### src/rtl/uart_tx_arbiter.sv
// uart_tx_arbiter: shares one UART transmitter between NUM_REQ byte sources.
// Requesters hand over bytes on a valid/ready handshake. A round-robin arbiter
// with packet locking chooses the source, and the bytes queue in a
// first-word-fall-through FIFO that feeds the transmitter's
// tx_data/tx_empty_status/tx_rd interface.
module uart_tx_arbiter #(
    parameter int NUM_REQ      = 4,    // number of requesters (2..8)
    parameter int DEPTH        = 8,    // FIFO entries, power of 2
    parameter int LOCK_TIMEOUT = 255   // idle cycles before a lock is dropped (1..255)
) (
    input  logic                        pclk,
    input  logic                        preset,
    input  logic                        enable,
    input  logic                        flush,
    input  logic [NUM_REQ-1:0]          req_valid,
    input  logic [8*NUM_REQ-1:0]        req_data,
    input  logic [NUM_REQ-1:0]          req_last,
    output logic [NUM_REQ-1:0]          req_ready,
    output logic [7:0]                  tx_data,
    output logic                        tx_empty_status,
    input  logic                        tx_rd,
    output logic [$clog2(DEPTH):0]      fifo_level,
    output logic [$clog2(NUM_REQ)-1:0]  grant_id,
    output logic                        lock_active,
    output logic                        lock_abort
);

    localparam int AW = $clog2(DEPTH);
    localparam int LW = AW + 1;
    localparam int GW = $clog2(NUM_REQ);

    typedef enum logic {
        ST_ARB  = 1'b0,
        ST_LOCK = 1'b1
    } state_t;

    // FIFO storage and bookkeeping
    logic [7:0]    r_mem [DEPTH];
    logic [AW-1:0] r_wr_ptr;
    logic [AW-1:0] r_rd_ptr;
    logic [LW-1:0] r_level;

    // Arbiter state
    state_t        r_state;
    logic [GW-1:0] r_grant_id;
    logic [GW-1:0] r_last_grant;
    logic [7:0]    r_timer;
    logic          r_lock_abort;

    // Next-state values for the arbiter registers
    state_t        w_state_nxt;
    logic [GW-1:0] w_grant_id_nxt;
    logic [GW-1:0] w_last_grant_nxt;
    logic [7:0]    w_timer_nxt;
    logic          w_lock_abort_nxt;

    // Combinational datapath signals
    logic          w_full;
    logic          w_empty;
    logic          w_can_push;
    logic          w_sel_found;
    logic [GW-1:0] w_sel_id;
    logic [GW-1:0] w_cand;
    logic          w_xfer;
    logic          w_xfer_last;
    logic [7:0]    w_xfer_data;
    logic          w_pop;

    // Fullness is taken from the registered level, so a same-cycle pop
    // never opens a slot for a push.
    assign w_full     = (r_level == LW'(DEPTH));
    assign w_empty    = (r_level == '0);
    // Reset also blocks ready, because req_ready is combinational from the inputs.
    assign w_can_push = enable & ~flush & ~preset & ~w_full;
    assign w_pop      = tx_rd & ~w_empty & ~flush;

    // Choose the candidate requester: the lock owner, or a round-robin search
    // that starts one past the last grant.
    always_comb begin
        // NOTE: every signal written here gets a default first, so no path can leave it unassigned and infer a latch.
        w_sel_found = 1'b0;
        w_sel_id    = '0;
        w_cand      = '0;
        if (r_state == ST_LOCK) begin
            w_sel_found = req_valid[r_grant_id];
            w_sel_id    = r_grant_id;
        end else begin
            for (int k = 1; k <= NUM_REQ; k++) begin
                w_cand = GW'((int'(r_last_grant) + k) % NUM_REQ);
                if (!w_sel_found && req_valid[w_cand]) begin
                    w_sel_found = 1'b1;
                    w_sel_id    = w_cand;
                end
            end
        end
    end

    // Accept at most one byte per cycle; ready is already qualified by valid.
    assign req_ready   = (w_can_push && w_sel_found) ? (NUM_REQ'(1) << w_sel_id) : '0;
    assign w_xfer      = |req_ready;
    assign w_xfer_last = req_last[w_sel_id];
    assign w_xfer_data = req_data[{w_sel_id, 3'b000} +: 8];

    // FIFO payload write; the storage has no reset because level gates every read.
    always_ff @(posedge pclk) begin
        // NOTE: the memory array is deliberately left out of reset; contents are never observed while level is 0.
        if (w_xfer) begin
            r_mem[r_wr_ptr] <= w_xfer_data;
        end
    end

    // FIFO pointers and occupancy. Flush clears them and blocks push and pop.
    always_ff @(posedge pclk or posedge preset) begin
        // NOTE: sequential state uses non-blocking assignments so every register samples pre-edge values.
        if (preset) begin
            r_wr_ptr <= '0;
            r_rd_ptr <= '0;
            r_level  <= '0;
        end else if (flush) begin
            r_wr_ptr <= '0;
            r_rd_ptr <= '0;
            r_level  <= '0;
        end else begin
            if (w_xfer) begin
                r_wr_ptr <= r_wr_ptr + AW'(1);
            end
            if (w_pop) begin
                r_rd_ptr <= r_rd_ptr + AW'(1);
            end
            case ({w_xfer, w_pop})
                2'b10:   r_level <= r_level + LW'(1);
                2'b01:   r_level <= r_level - LW'(1);
                default: r_level <= r_level;
            endcase
        end
    end

    // Arbiter next state: grant tracking, packet lock entry and exit, and the idle timeout.
    always_comb begin
        w_state_nxt      = r_state;
        w_grant_id_nxt   = r_grant_id;
        w_last_grant_nxt = r_last_grant;
        w_timer_nxt      = r_timer;
        w_lock_abort_nxt = 1'b0;
        if (flush) begin
            w_state_nxt      = ST_ARB;
            w_timer_nxt      = '0;
            w_last_grant_nxt = GW'(NUM_REQ - 1);
        end else begin
            case (r_state)
                ST_ARB: begin
                    if (w_xfer) begin
                        w_grant_id_nxt   = w_sel_id;
                        w_last_grant_nxt = w_sel_id;
                        w_timer_nxt      = '0;
                        if (!w_xfer_last) begin
                            w_state_nxt = ST_LOCK;
                        end
                    end
                end
                ST_LOCK: begin
                    if (w_xfer) begin
                        w_grant_id_nxt   = w_sel_id;
                        w_last_grant_nxt = w_sel_id;
                        w_timer_nxt      = '0;
                        if (w_xfer_last) begin
                            w_state_nxt = ST_ARB;
                        end
                    end else if (enable) begin
                        // This idle cycle brings the count to LOCK_TIMEOUT, so release the lock now.
                        if (r_timer == 8'(LOCK_TIMEOUT - 1)) begin
                            w_state_nxt      = ST_ARB;
                            w_timer_nxt      = '0;
                            w_lock_abort_nxt = 1'b1;
                        end else begin
                            w_timer_nxt = r_timer + 8'd1;
                        end
                    end
                end
                default: begin
                    w_state_nxt = ST_ARB;
                end
            endcase
        end
    end

    // Arbiter state register.
    always_ff @(posedge pclk or posedge preset) begin
        if (preset) begin
            r_state      <= ST_ARB;
            r_grant_id   <= '0;
            r_last_grant <= GW'(NUM_REQ - 1);
            r_timer      <= '0;
            r_lock_abort <= 1'b0;
        end else begin
            r_state      <= w_state_nxt;
            r_grant_id   <= w_grant_id_nxt;
            r_last_grant <= w_last_grant_nxt;
            r_timer      <= w_timer_nxt;
            r_lock_abort <= w_lock_abort_nxt;
        end
    end

    assign tx_data         = w_empty ? 8'h00 : r_mem[r_rd_ptr];
    assign tx_empty_status = w_empty;
    assign fifo_level      = r_level;
    assign grant_id        = r_grant_id;
    assign lock_active     = (r_state == ST_LOCK);
    assign lock_abort      = r_lock_abort;

endmodule

### config.mk
export PLATFORM = sky130hd
export DESIGN_NAME = uart_tx_arbiter
export DESIGN_NICKNAME = d
export VERILOG_FILES = /design/src/rtl/uart_tx_arbiter.sv
export SDC_FILE = /design/constraint.sdc
export NUM_CORES = 1
export LEC_CHECK = 0
export ABC_CLOCK_PERIOD_IN_PS = 6400
export BUFFER_PORTS_ARGS = -buffer_cell sky130_fd_sc_hd__buf_2
export CORE_MARGIN = 5
export CORE_UTILIZATION = 42
export DETAILED_ROUTE_END_ITERATION = 16
export SYNTH_ARGS = -nofsm -noshare
export SYNTH_HDL_FRONTEND = slang
export SYNTH_SLANG_ARGS = --single-unit
### constraint.sdc
create_clock -name pclk -period 6.4 [get_ports pclk]
set_input_delay 1.28 -clock pclk [delete_from_list [all_inputs] [get_ports pclk]]
set_output_delay 1.28 -clock pclk [all_outputs]
set_load 0.01 [all_outputs]
# [Word level (Yosys, flattened, before mapping)]
# Memory sizes are Yosys's and may differ from the RTL's.
# Cells that the tools add are included.
[op_classes] addsub=9 mul=0 div_mod_pow=0 magnitude_cmp=6 eq_ne=6 shift=2 mux=55 n_bitwise=10 reduce_logical=14
[ops] operator="8-bit two-way mux" n=6
[ops] operator="32-bit by 6-bit variable part select with 8-bit output" n=1
[ops] operator="1-bit two-way mux" n=27
[ops] operator="2-bit by 3-bit less-than comparator with 1-bit output, second input constant" n=6
[ops] operator="8-bit one-hot mux with 2 select lines" n=1
[ops] operator="2-bit two-way mux" n=7
[ops] operator="1-bit binary-select mux with 2-bit select" n=6
[ops] operator="3-bit two-way mux" n=4
[ops] operator="8-bit by 1-bit adder with 8-bit output, second input constant" n=1
[ops] operator="8-bit == test, second input constant" n=1
[ops] operator="4-bit two-way mux" n=2
[ops] operator="4-bit one-hot mux with 2 select lines" n=1
[ops] operator="3-bit by 1-bit adder with 3-bit output, second input constant" n=2
[ops] operator="1-bit AND" n=5
[ops] operator="1-bit NOT" n=5
[ops] operator="2-bit by 1-bit adder with 2-bit output, second input constant" n=2
[ops] operator="2-bit adder, second input constant" n=2
[ops] operator="4-bit by 1-bit adder with 4-bit output, second input constant" n=1
[ops] operator="4-bit == test, second input constant" n=1
[ops] operator="1-bit logical AND" n=4
[ops] operator="4-bit logical NOT" n=1
[ops] operator="4-bit by 3-bit != test with 1-bit output, second input constant" n=1
[ops] operator="2-bit AND reduction" n=2
[ops] operator="2-bit nonzero test" n=2
[ops] operator="9 further kinds" n=11
[totals] reg_bits=24 latch_bits=0 ramBits=64 romBits=0 input_bits=45 output_inout_bits=21 n_memories=1
[mem_list] name="r_mem" words=8 word_bits=8 read_ports=1 rd_ports_with_merged_regs=0 write_ports=1 line_no="38" source="logic [7:0] r_mem [DEPTH];"

# [Logic depth before layout (Yosys ltp)]
# Gate-level depths: netlist of the first run.
[logic_depth] word_depth=23 ltp_mapped=11 depth_no_buf=10

# [Least setup slack after synthesis of the first run]
# No wires, ideal clock.
[synth_timing] path_type="in2reg" startpoint="in req_valid[1]" endpoint="reg r_level[3], in the netlist fifo_level[3]" setup_time_ns=0.125 arrival_time_ns=3.928 required_ns=6.275 setup_slack_ns=2.348 path_stages=10 n_path_buf=1 path_cell_list="or4_4 mux2_4 and2_4 buf_2 nor3_1 ha_1 a21o_1 a21o_1 a41oi_1 mux2_2"
[synth_via] elab_chain_len=22
[synth_rtl] item="start, declared" line_no="15" source="input logic [NUM_REQ-1:0] req_valid,"
[synth_rtl] item="1-bit binary-select mux with 2-bit select" line_no="90" source="if (!w_sel_found && req_valid[w_cand]) begin"
[synth_rtl] item="1-bit two-way mux (not written as such)" line_no="90"
[synth_rtl] item="1-bit two-way mux" line_no="90"
[synth_rtl] item="1-bit two-way mux" line_no="84" source="if (r_state == ST_LOCK) begin"
[synth_rtl] item="1-bit logical NOT" line_no="90"
[synth_rtl] item="1-bit logical AND" line_no="90"
[synth_rtl] item="1-bit two-way mux" line_no="90"
[synth_rtl] item="1-bit two-way mux" line_no="84"
[synth_rtl] item="[6 not listed]"
[synth_rtl] item="2-bit two-way mux or 1-bit two-way mux (tied branches)" line_no="90"
[synth_rtl] item="2-bit two-way mux or 1-bit two-way mux (tied branches)" line_no="84"
[synth_rtl] item="1-bit by 2-bit << shifter with 4-bit output or 1-bit logical AND (tied branches)" line_no="99" source="assign req_ready = (w_can_push && w_sel_found) ? (NUM_REQ'(1) << w_sel_id) : '0;"
[synth_rtl] item="4-bit two-way mux *" line_no="99"
[synth_rtl] item="4-bit OR reduction *" line_no="100" source="assign w_xfer = |req_ready;"
[synth_rtl] item="2-bit by 1-bit == test with 1-bit output or 2-bit == test (tied branches)" line_no="130" source="case ({w_xfer, w_pop})"
[synth_rtl] item="4-bit one-hot mux with 2 select lines" line_no="130"
[synth_rtl] item="4-bit two-way mux" line_no="119" source="end else if (flush) begin"
[synth_rtl] item="end signal, assigned" line_no="131" source="2'b10: r_level <= r_level + LW'(1);"
[synth_rtl] item="end signal, assigned" line_no="132" source="2'b01: r_level <= r_level - LW'(1);"
[synth_rtl] item="end signal, assigned" line_no="133" source="default: r_level <= r_level;"
[synth_rtl] item="end, declared" line_no="41" source="logic [LW-1:0] r_level;"
# Every way passes the cells marked *; elsewhere a longest branch is shown, timed or not. The select of a mux whose other input is x is not followed.
# A chain may end at the register's enable or synchronous reset.

# [Worst setup path after layout of the first run]
[layout_timing] startpoint="in req_valid[1]" endpoint="out req_ready[2]"
[layout_via] elab_chain_len=18
[layout_rtl] item="1-bit binary-select mux with 2-bit select" line_no="90"
[layout_rtl] item="1-bit two-way mux (not written as such)" line_no="90"
[layout_rtl] item="1-bit two-way mux" line_no="90"
[layout_rtl] item="1-bit two-way mux" line_no="84"
[layout_rtl] item="1-bit logical NOT" line_no="90"
[layout_rtl] item="1-bit logical AND" line_no="90"
[layout_rtl] item="1-bit two-way mux" line_no="90"
[layout_rtl] item="1-bit two-way mux" line_no="84"
[layout_rtl] item="[2 not listed]"
[layout_rtl] item="1-bit two-way mux" line_no="90"
[layout_rtl] item="1-bit two-way mux" line_no="84"
[layout_rtl] item="1-bit logical NOT" line_no="90"
[layout_rtl] item="1-bit logical AND" line_no="90"
[layout_rtl] item="2-bit two-way mux or 1-bit two-way mux (tied branches)" line_no="90"
[layout_rtl] item="2-bit two-way mux or 1-bit two-way mux (tied branches)" line_no="84"
[layout_rtl] item="1-bit by 2-bit << shifter with 4-bit output or 1-bit logical AND (tied branches)" line_no="99"
[layout_rtl] item="4-bit two-way mux *" line_no="99"
[layout_rtl] item="end, declared" line_no="18" source="output logic [NUM_REQ-1:0] req_ready,"
# Marked as above.

==> run metrics, run 1 <==
total chip power about 0.0016 W; clock tree buffer depth 2; Starting Density 43.0%; Syn Inst Count roughly 300; drt pass-1 iters 4; fmax about 240 MHz; number of I/O pins 66; sw frac 29.7%; Final min period between 4000 and 5000 ps; share of cells above drive strength 1 ~33%; synthesized cell area roughly 0.0042 mm^2; DRT antenna net count 0; total power per unit cell area ~330 mW/mm^2; CTS tree built; post-route cell area 0.00494 mm^2; # diodes 0; initial antenna violation count 0; clock slew at reported path FFs 90 ps; worst min-delay path class register to register; number of synthesis warnings 0; Leak Pwr between 1.5 and 2 nW; Most Crowded Layer GR met2; final setup violation count 0; total of max-cap violations 0; htree depth 3; DR vias/cell roughly 5; Post-synth top flop edfxtp_1; Peak VDD IR between 0.1 and 0.15 mV; Routed Wire Length 8270 um; first-pass GRT wire length around 14000 um; core region area 0.00977 mm^2; Chip Height 110 um; Worst setup SP type input pin; Comb pwr share 28.4%; Die X around 110 um; Area Growth Syn to Fin 17.6%; met1 global-route usage about a fifth; EDFF count, synth 64; most common cell after layout, fill and taps aside buf_2; Hold Startpoint r_last_grant[0]$_DFFE_PP1P_; Worst Path Max Fanout 10; Avg Cell Area, Syn around 14 um^2; number of CTS-inserted buffers 9; Cell Area, Placed between 0.004 and 0.005 mm^2; R2R cell count 9; fill count 860; syn nets around 350; Worst R2R End fifo_level[3]$_DFFE_PP0P_; CTS sink cnt 88; Nets around 420; hold buffer count at cts 0; Worst EP arrival 2970 ps; Seq cells post-synth a little under 90; root buffer cell clkbuf_8; CP Class input pin to output pin; setup repair bufs after CTS 0; R2R setup slack 3170 ps; RSZ-0062 raised after global routing false; DR WL/cell about 17 um; grt ovf 0; Post-synth ARST share 27.3%; Hold Fails Final Rpt 0; Unique masters post-synth 47; PortBufs 65; clock power share between 20% and 30%; relative slew slack ~37%; met2 Use GR ~24%; period utilisation layout approximately two thirds; vias in the first global route ~2600; NetSw between 0.0004 and 0.0005 W; Starting DRT DRC Count 148; Flop pwr share 43.8%; post-DP HPWL between 5000 and 6000 um; routability cong. 0.754; Die Area roughly 0.012 mm^2; status complete, no violations; Tightest Pin Transition just over 900 ps; commonest cells after routing, fill and taps aside buf_2 (65), edfxtp_1 (64), mux2i_1 (34), nor2_1 (29); pin count of the biggest net entering global routing 25; post_cts resized 0; Worst Skew between 10 and 15 ps; Max Slew Vio Count 0; met3 Use GR approximately 1.8%; DRC Markers 0; total number of vias approximately 2500; TNS Setup 0 ps; Internal 0.00115 W; Min-Delay Endpoint r_last_grant[0]$_DFFE_PP1P_; Seq/Total Area, Yosys 60.1%; Hold Path Depth 2; Worst Path Required 5120 ps; crit path capture type output pin; std cell rows 36; gr usage total ~15%; worst skew pair latency around 350 ps; Reg2Reg Launch Point grant_id[1]$_DFFE_PP0P_
-- critical path, stage by stage --
cell	delay, ps
buf_2	130
or4_4	550
o311ai_1	200
nand2_1	460
nor2_1	200
buf_2	150
-- power groups by stage --
| stage | sequential [W] | combinational (W) | clock (W) |
|---|---|---|---|
| after floorplan | 0.000720 | 0.000320 | 0 |
| after global placement | 0.000728 | 0.000468 | 0 |
| after detailed placement | 0.000730 | 0.000476 | 0 |
| after CTS | 0.000717 | 0.000476 | 0.000465 |
| after global routing | 0.000723 | 0.000516 | 0.000491 |
| final | 0.000716 | 0.000464 | 0.000454 |
-- cell families after synthesis --
logic type	after synthesis	synth area share, %
DFF	88	60.1
xor gates and xnor gates	12	2.50
AOI/OAI and AO/OA	25	4.35
muxes	56	18.6
buffers and inverters	22	2.29
and+or+nand+nor	86	9.86
adders and majority gates	7	2.26
-- final cells by class --
class                   instances  area (um^2)  area share [%]
flip-flops and latches         88         2520            51.1
multi-input cells             186         1610            32.7
repair buffers                 71          370            7.49
well taps                     133          166            3.37
clock buffers                   9          124            2.51
clock inverters                 6          116            2.35
inverters                       7         26.3           0.532
-- stage by stage --
step | utilization, % | hold WS [ps] | setup slack [ps] | std cells
after global placement | 48.1 | 521 | 2160 | 485
final | 50.6 | 543 | 2150 | 500
after detailed placement | 48.1 | 523 | 2150 | 485
after CTS | 50.6 | 536 | 2140 | 500
after floorplan | - | 483 | 2350 | 296
after global routing | 50.6 | 585 | 2020 | 500
-- flip-flops by register name, summed over array words and instances (netlist names) --
register	cells
r_rd_ptr	3
grant_id	2
r_last_grant	2
lock_active	1
r_wr_ptr	3
lock_abort	1
r_mem	64
fifo_level	4
r_timer	8
-- worst max-delay path by stage --
stage / from / endpoint / slack [ps] / depth (start not counted)
floorplan: req_valid[1] / fifo_level[3]$_DFFE_PP0P_ / 2350 / 10
global placement: req_valid[1] / req_ready[0] / 2160 / 6
detailed placement: req_valid[1] / req_ready[2] / 2150 / 6
CTS: req_valid[1] / req_ready[2] / 2140 / 6
global route: req_valid[1] / req_ready[2] / 2020 / 7
finish: req_valid[1] / req_ready[2] / 2150 / 6
-- layer usage --
metal | share of wire (%) | wire length [um] | up-vias
met1 | 45 | 3710 | 1229
met5 | 0 | 0 | -
met4 | 1.2 | 102 | 0
met2 | 49 | 4070 | 69
met3 | 4.8 | 398 | 7
li1 | - | - | 1240
-- cell usage after synthesis, drive strengths merged (4+ instances only) --
cell / count / area [um^2]
dfrtp: 22 / 551
mux4: 17 / 383
mux2i: 34 / 340
xor2: 6 / 52.6
nand2: 22 / 82.6
inv: 7 / 26.3
buf: 7 / 40.0
clkbuf: 8 / 30.0
ha: 6 / 75.1
edfxtp: 64 / 1920
a21oi: 7 / 35.0
o21ai: 4 / 20.0
nand3: 5 / 25.0
nor2: 29 / 109
nor3: 6 / 30.0
mux2: 5 / 60.1
xnor2: 6 / 52.6
Note: power is estimated with default switching activity, not from simulation.
==> run 2: changes to the inputs <==
--- a/config.mk
+++ b/config.mk
@@ -5,7 +5,7 @@
 export SDC_FILE = /design/constraint.sdc
 export NUM_CORES = 1
 export LEC_CHECK = 0
-export ABC_CLOCK_PERIOD_IN_PS = 6400
+export ABC_CLOCK_PERIOD_IN_PS = 4100
 export BUFFER_PORTS_ARGS = -buffer_cell sky130_fd_sc_hd__buf_2
 export CORE_MARGIN = 5
 export CORE_UTILIZATION = 42
==> constraint.sdc (replaced) <==
create_clock -name pclk -period 4.1 [get_ports pclk]
set_input_delay 0.82 -clock pclk [delete_from_list [all_inputs] [get_ports pclk]]
set_output_delay 0.82 -clock pclk [all_outputs]
set_load 0.01 [all_outputs]
==> run 2 against run 1 <==
Net effect:
- sequential share of layout area is 0.29 points higher
- register-to-register slack worse by 2200 ps
- first-iteration DRC count is 55% lower
- count of clock-buffer cells in the layout is 1 higher
- power is 46% higher
- setup slack worse by 1400 ps
- sequential power is 56% higher
- critical path depth is 4 higher
- sequential cell count stayed put
- cell count is 1.6% higher
==> run metrics, run 2 (same netlist as run 1, synthesis figures left out) <==
cell repeated most along the worst path a21o_1; std cell rows 36 (unchanged); DR vias/cell 5.02 (-1.3%); Slowest-stage cell, CP or4_4; Die Area 0.0121 mm^2 (unchanged); Reg with most FFs r_mem; Comb pwr share 30.3% (+1.9 points); DR WL/cell 15.9 um (-4.1%); Peak VDD IR 0.224 mV (+100%); hold buffer count at cts 0 (unchanged); NetSw 0.000759 W (+57%); Internal 0.00162 W (+41%); total number of vias 2552 (+0.28%); Crit path largest cell delay 540 ps (about the same); Tightest Pin Transition 941 ps (+8.89 ps); max reg flops 64 (unchanged); number of I/O pins 66 (unchanged); Hold Startpoint r_last_grant[0]$_DFFE_PP1P_; Worst R2R End fifo_level[3]$_DFFE_PP0P_; first-pass GRT wire length 13200 um (-3.2%); final cell count without fillers 508 (+1.6%); Worst Skew 12.7 ps (-0.217 ps); number of CTS-inserted buffers 9 (unchanged); total of max-cap violations 0 (unchanged); Starting Density 43.0% (unchanged); CP Cell Sequence buf_2 > or4_4 > mux2_4 > and2_4 > nor3_1 > ha_1 > a21o_1 > a21o_1 > a41oi_1 > mux2_2; CP bufs+invs 1 (-1); clock power share 22.8% (-5.0 points); initial antenna violation count 0 (unchanged); core region area 0.00977 mm^2 (unchanged); crit-path leading delay family simple AND/OR/NAND/NOR gates; root buffer cell clkbuf_8; relative slew slack 37.2% (-0.088 points); Routed Wire Length 8060 um (-2.6%); worst skew pair latency 350 ps (about the same); TNS Setup 0 ps (unchanged); commonest cells after routing, fill and taps aside buf_2 (65), edfxtp_1 (64), mux2i_1 (34), nor2_1 (29); Die X 110 um (unchanged); Hold Fails Final Rpt 0 (unchanged); most common cell after layout, fill and taps aside buf_2; final setup violation count 0 (unchanged); Worst Path Max Fanout 12 (+2); drt pass-1 iters 4 (unchanged); sw frac 31.9% (+2.2 points); total power per unit cell area 484 mW/mm^2 (+46%); htree depth 3 (unchanged); fmax between 200 and 300 MHz; post-DP HPWL 5690 um (about the same); period utilisation layout 81.6%; CTS tree built; vias in the first global route 2658 (+1.1%); post_cts resized 0 (unchanged); DP Cell Count 492 (+1.4%); fin util 50.3% (-0.28 points); pin count of the biggest net entering global routing 25 (unchanged); setup repair bufs after CTS 0 (unchanged); crit path capture type register; Worst setup SP type input pin; Starting DRT DRC Count 67 (-55%); routability cong. 0.756 (+0.24%); Area Growth Syn to Fin 17.0%; Chip Height 110 um (unchanged); Leak Pwr 1.91 nW (+0.20%); Max Slew Vio Count 0 (unchanged); DRC Markers 0 (unchanged); R2R setup slack 960 ps (-2210 ps); share of cells above drive strength 1 33.3% (+0.091 points); Hold Path Depth 2 (unchanged); fill count 860 (unchanged); status complete, no violations; CTS sink cnt 88 (unchanged); PortBufs 65 (unchanged); Nets 422 (+1.7%); clock tree buffer depth 2 (unchanged); Worst Path Required 4350 ps (-770 ps); # diodes 0 (unchanged); R2R cell count 9 (unchanged); Worst EP arrival 3590 ps (+620 ps); DRT antenna net count 0 (unchanged); gr usage total 14.7% (-0.44 points); RSZ-0062 raised after global routing false; Reg2Reg Launch Point grant_id[1]$_DFFE_PP0P_; grt ovf 0 (unchanged); Flop pwr share 47.0% (+3.2 points); Final min period 3340 ps; CP Class input pin to register; Min-Delay Endpoint r_last_grant[0]$_DFFE_PP1P_; worst min-delay path class register to register; clock slew at reported path FFs 90 ps (about the same)
## run 2: power groups by stage
stage | Combinational, W | Sequential (W) | Clock [W]
after floorplan | 0.000500 | 0.00112 | 0
after global placement | 0.000735 | 0.00114 | 0
after detailed placement | 0.000742 | 0.00114 | 0
after CTS | 0.000742 | 0.00112 | 0.000560
after global routing | 0.000809 | 0.00113 | 0.000603
final | 0.000720 | 0.00112 | 0.000542
## run 2: cell type report
class / instances / area (um^2) / area share [%]
clock buffer: 10 / 128 / 2.60
clock inverter: 6 / 52.6 / 1.07
sequential: 88 / 2520 / 51.4
tap: 133 / 166 / 3.39
inverter: 7 / 26.3 / 0.535
timing repair buffer: 78 / 423 / 8.60
multi-input combinational: 186 / 1590 / 32.4
## run 2: worst min-delay path: cells and delay by family (launching register included)
kind	cells	cell delay [ps]
DFF	1	400
buffers and inverters	1	70
AOI/OAI and AO/OA	1	70
## run 2: per-stage QoR
stage	hold slack [ps]	power, W	area [um^2]	worst slack, ps
2_1_floorplan	483	0.00162	4200	508
3_3_place_gp	521	0.00187	4730	404
3_5_place_dp	526	0.00188	4730	372
4_1_cts	541	0.00242	4910	763
5_1_grt	554	0.00254	4910	621
6_report	537	0.00238	4910	755
## run 2: metal layers
layer / track usage, % / vias to the layer above / wire length, um
met5: 0 / - / 0
met3: 2.91 / 10 / 394
met4: 4.81 / 0 / 118
met2: 23.7 / 62 / 3890
li1: - / 1261 / -
met1: 19.9 / 1219 / 3660
## run 2: worst max-delay path by stage
stage,startpoint,end,slack [ps],cells after the start
6_report,req_valid[1],fifo_level[3]$_DFFE_PP0P_,760,10
4_1_cts,req_valid[1],fifo_level[3]$_DFFE_PP0P_,760,10
2_1_floorplan,req_valid[1],fifo_level[3]$_DFFE_PP0P_,510,10
3_3_place_gp,req_valid[1],fifo_level[3]$_DFFE_PP0P_,400,10
3_5_place_dp,req_valid[1],fifo_level[3]$_DFFE_PP0P_,370,10
5_1_grt,req_valid[1],fifo_level[3]$_DFFE_PP0P_,620,10
==> run 3: changes to the inputs <==
--- a/config.mk
+++ b/config.mk
@@ -5,7 +5,7 @@
 export SDC_FILE = /design/constraint.sdc
 export NUM_CORES = 1
 export LEC_CHECK = 0
-export ABC_CLOCK_PERIOD_IN_PS = 4100
+export ABC_CLOCK_PERIOD_IN_PS = 3200
 export BUFFER_PORTS_ARGS = -buffer_cell sky130_fd_sc_hd__buf_2
 export CORE_MARGIN = 5
 export CORE_UTILIZATION = 42
==> constraint.sdc (replaced) <==
create_clock -name pclk -period 3.2 [get_ports pclk]
set_input_delay 0.64 -clock pclk [delete_from_list [all_inputs] [get_ports pclk]]
set_output_delay 0.64 -clock pclk [all_outputs]
set_load 0.01 [all_outputs]
==> run 3 against run 2 <==
Net effect:
- global-route usage rose by 0.43 points
- largest power group unchanged
- highest routed layer unchanged
- via count up 1.8%
- final area grew 2.6%
- critical path depth is 3 lower
- count of clock-buffer cells in the layout did not move
- utilization up 1.3 points
- worst hold slack lost 47 ps
- sequential cell count unchanged
==> run metrics, run 3 (same netlist as run 1, synthesis figures left out) <==
Worst R2R End fifo_level[3]$_DFFE_PP0P_; Worst Skew 5.84 ps (-6.89 ps); core region area 0.00977 mm^2 (unchanged); CP bufs+invs 2 (+1); # diodes 0 (unchanged); DR vias/cell 4.99 (-0.59%); Reg2Reg Launch Point grant_id[1]$_DFFE_PP0P_; Die Area 0.0121 mm^2 (unchanged); Routed met3 length 549 um (+39%); Worst EP arrival 2290 ps (-1300 ps); hold buffer count at cts 0 (unchanged); share of cells above drive strength 1 36.2% (+2.8 points); Area Growth Syn to Fin 20.0%; most common cell after layout, fill and taps aside buf_2; Reg with most FFs r_mem; CTS sink cnt 88 (unchanged); Hold Fails Final Rpt 0 (unchanged); R2R cell count 9 (unchanged); period utilisation layout between 90% and 100%; commonest cells after routing, fill and taps aside buf_2 (65), edfxtp_1 (64), mux2i_1 (34), nor2_1 (29), buf_4 (25); worst skew pair latency 360 ps (about the same); Routed Wire Length 8140 um (+1.0%); crit path capture type output pin; Storage cell area 0.00252 mm^2 (unchanged); Final min period slightly below 3000 ps; CTS tree built; R2R setup slack 360 ps (-600 ps); routability cong. 0.836 (+11%); DRT met1 WL 3810 um (+4.1%); Nets 434 (+2.8%); Slowest-stage cell, CP mux4_2; total of max-cap violations 0 (unchanged); Worst Path Max Fanout 11 (-1); Leak Pwr 1.99 nW (+4.1%); DRC Markers 0 (unchanged); final cell count without fillers 520 (+2.4%); Worst Path Required 2560 ps (-1790 ps); clock slew at reported path FFs 80 ps (about the same); Tightest Pin Transition 914 ps (-27.0 ps); std cell rows 36 (unchanged); max layer used met4; DR WL/cell 15.7 um (-1.3%); Chip Height 110 um (unchanged); final setup violation count 0 (unchanged); first-pass GRT wire length 13500 um (+2.4%); CP Class register to output pin; Crit path largest cell delay 540 ps (about the same); setup repair bufs after CTS 0 (unchanged); status complete, no violations; Max Slew Vio Count 0 (unchanged); number of CTS-inserted buffers 9 (unchanged); fill count 871 (+1.3%); initial antenna violation count 0 (unchanged); drt pass-1 iters 4 (unchanged); number of I/O pins 66 (unchanged); DRT antenna net count 0 (unchanged); vias in the first global route 2675 (+0.64%); root buffer cell clkbuf_8; total number of vias 2597 (+1.8%); max reg flops 64 (unchanged); clock tree buffer depth 2 (unchanged); post-DP HPWL 6040 um (+6.1%); relative slew slack 39.0% (+1.8 points); TNS Setup 0 ps (unchanged); worst min-delay path class input pin to async pin; DP Cell Count 504 (+2.4%); CP Cell Sequence mux4_2 > mux2_4 > and2_4 > buf_4 > nand2_1 > a21oi_1 > buf_2; total power per unit cell area 633 mW/mm^2 (+31%); Die X 110 um (unchanged); Worst setup SP type register; PortBufs 65 (unchanged); crit-path leading delay family multiplexers; pin count of the biggest net entering global routing 25 (unchanged); Peak VDD IR 0.284 mV (+27%); grt ovf 0 (unchanged); multi-input logic area 0.00162 mm^2 (+1.5%); RSZ-0062 raised after global routing false; Starting Density 43.0% (unchanged); htree depth 3 (unchanged); fmax 341 MHz; met2 routed WL 3680 um (-5.2%); gr usage total 15.1% (+0.43 points); Starting DRT DRC Count 108 (+61%); post_cts resized 0 (unchanged)
-- run 3: how the worst max path moves through the flow --
stage / from / to / slack (ps) / cells past startpoint
2_1_floorplan: req_valid[1] / fifo_level[3]$_DFFE_PP0P_ / 20 / 10
3_3_place_gp: req_valid[1] / fifo_level[3]$_DFFE_PP0P_ / 50 / 10
3_5_place_dp: req_valid[1] / fifo_level[3]$_DFFE_PP0P_ / 20 / 10
4_1_cts: grant_id[1]$_DFFE_PP0P_ / req_ready[1] / 250 / 7
5_1_grt: grant_id[1]$_DFFE_PP0P_ / req_ready[1] / 150 / 7
6_report: grant_id[1]$_DFFE_PP0P_ / req_ready[3] / 270 / 7
-- run 3: area by class of cell --
type	instances	area share (%)
tap	133	3.30
multi-input combinational	186	32.1
clock buffer	10	2.53
clock inverter	6	1.32
timing repair buffer	90	10.2
inverter	7	0.521
sequential	88	50.1
-- run 3: metal layers --
metal  vias to the layer above  global-route usage (%)
met5                         -                       0
met4                         0                    4.36
met2                        75                    22.2
met1                      1228                    21.3
li1                       1286                       -
met3                         8                    5.24
-- run 3: stage by stage --
step | total power, W | utilization [%] | hold WS [ps] | instance area, um^2 | setup WS (ps)
global route | 0.00339 | 51.6 | 565 | 5040 | 152
CTS | 0.00324 | 51.6 | 526 | 5040 | 254
floorplan | 0.00210 | - | 483 | 4230 | 18.5
detailed placement | 0.00249 | 49.6 | 523 | 4850 | 18.0
finish | 0.00319 | 51.6 | 490 | 5040 | 266
global placement | 0.00247 | 49.6 | 527 | 4850 | 51.3
-- run 3: report_power, final --
part / internal, W / switching [W]
logic: 0.000488 / 0.000525
clock network: 0.000367 / 0.000390
registers: 0.00135 / 0.0000691
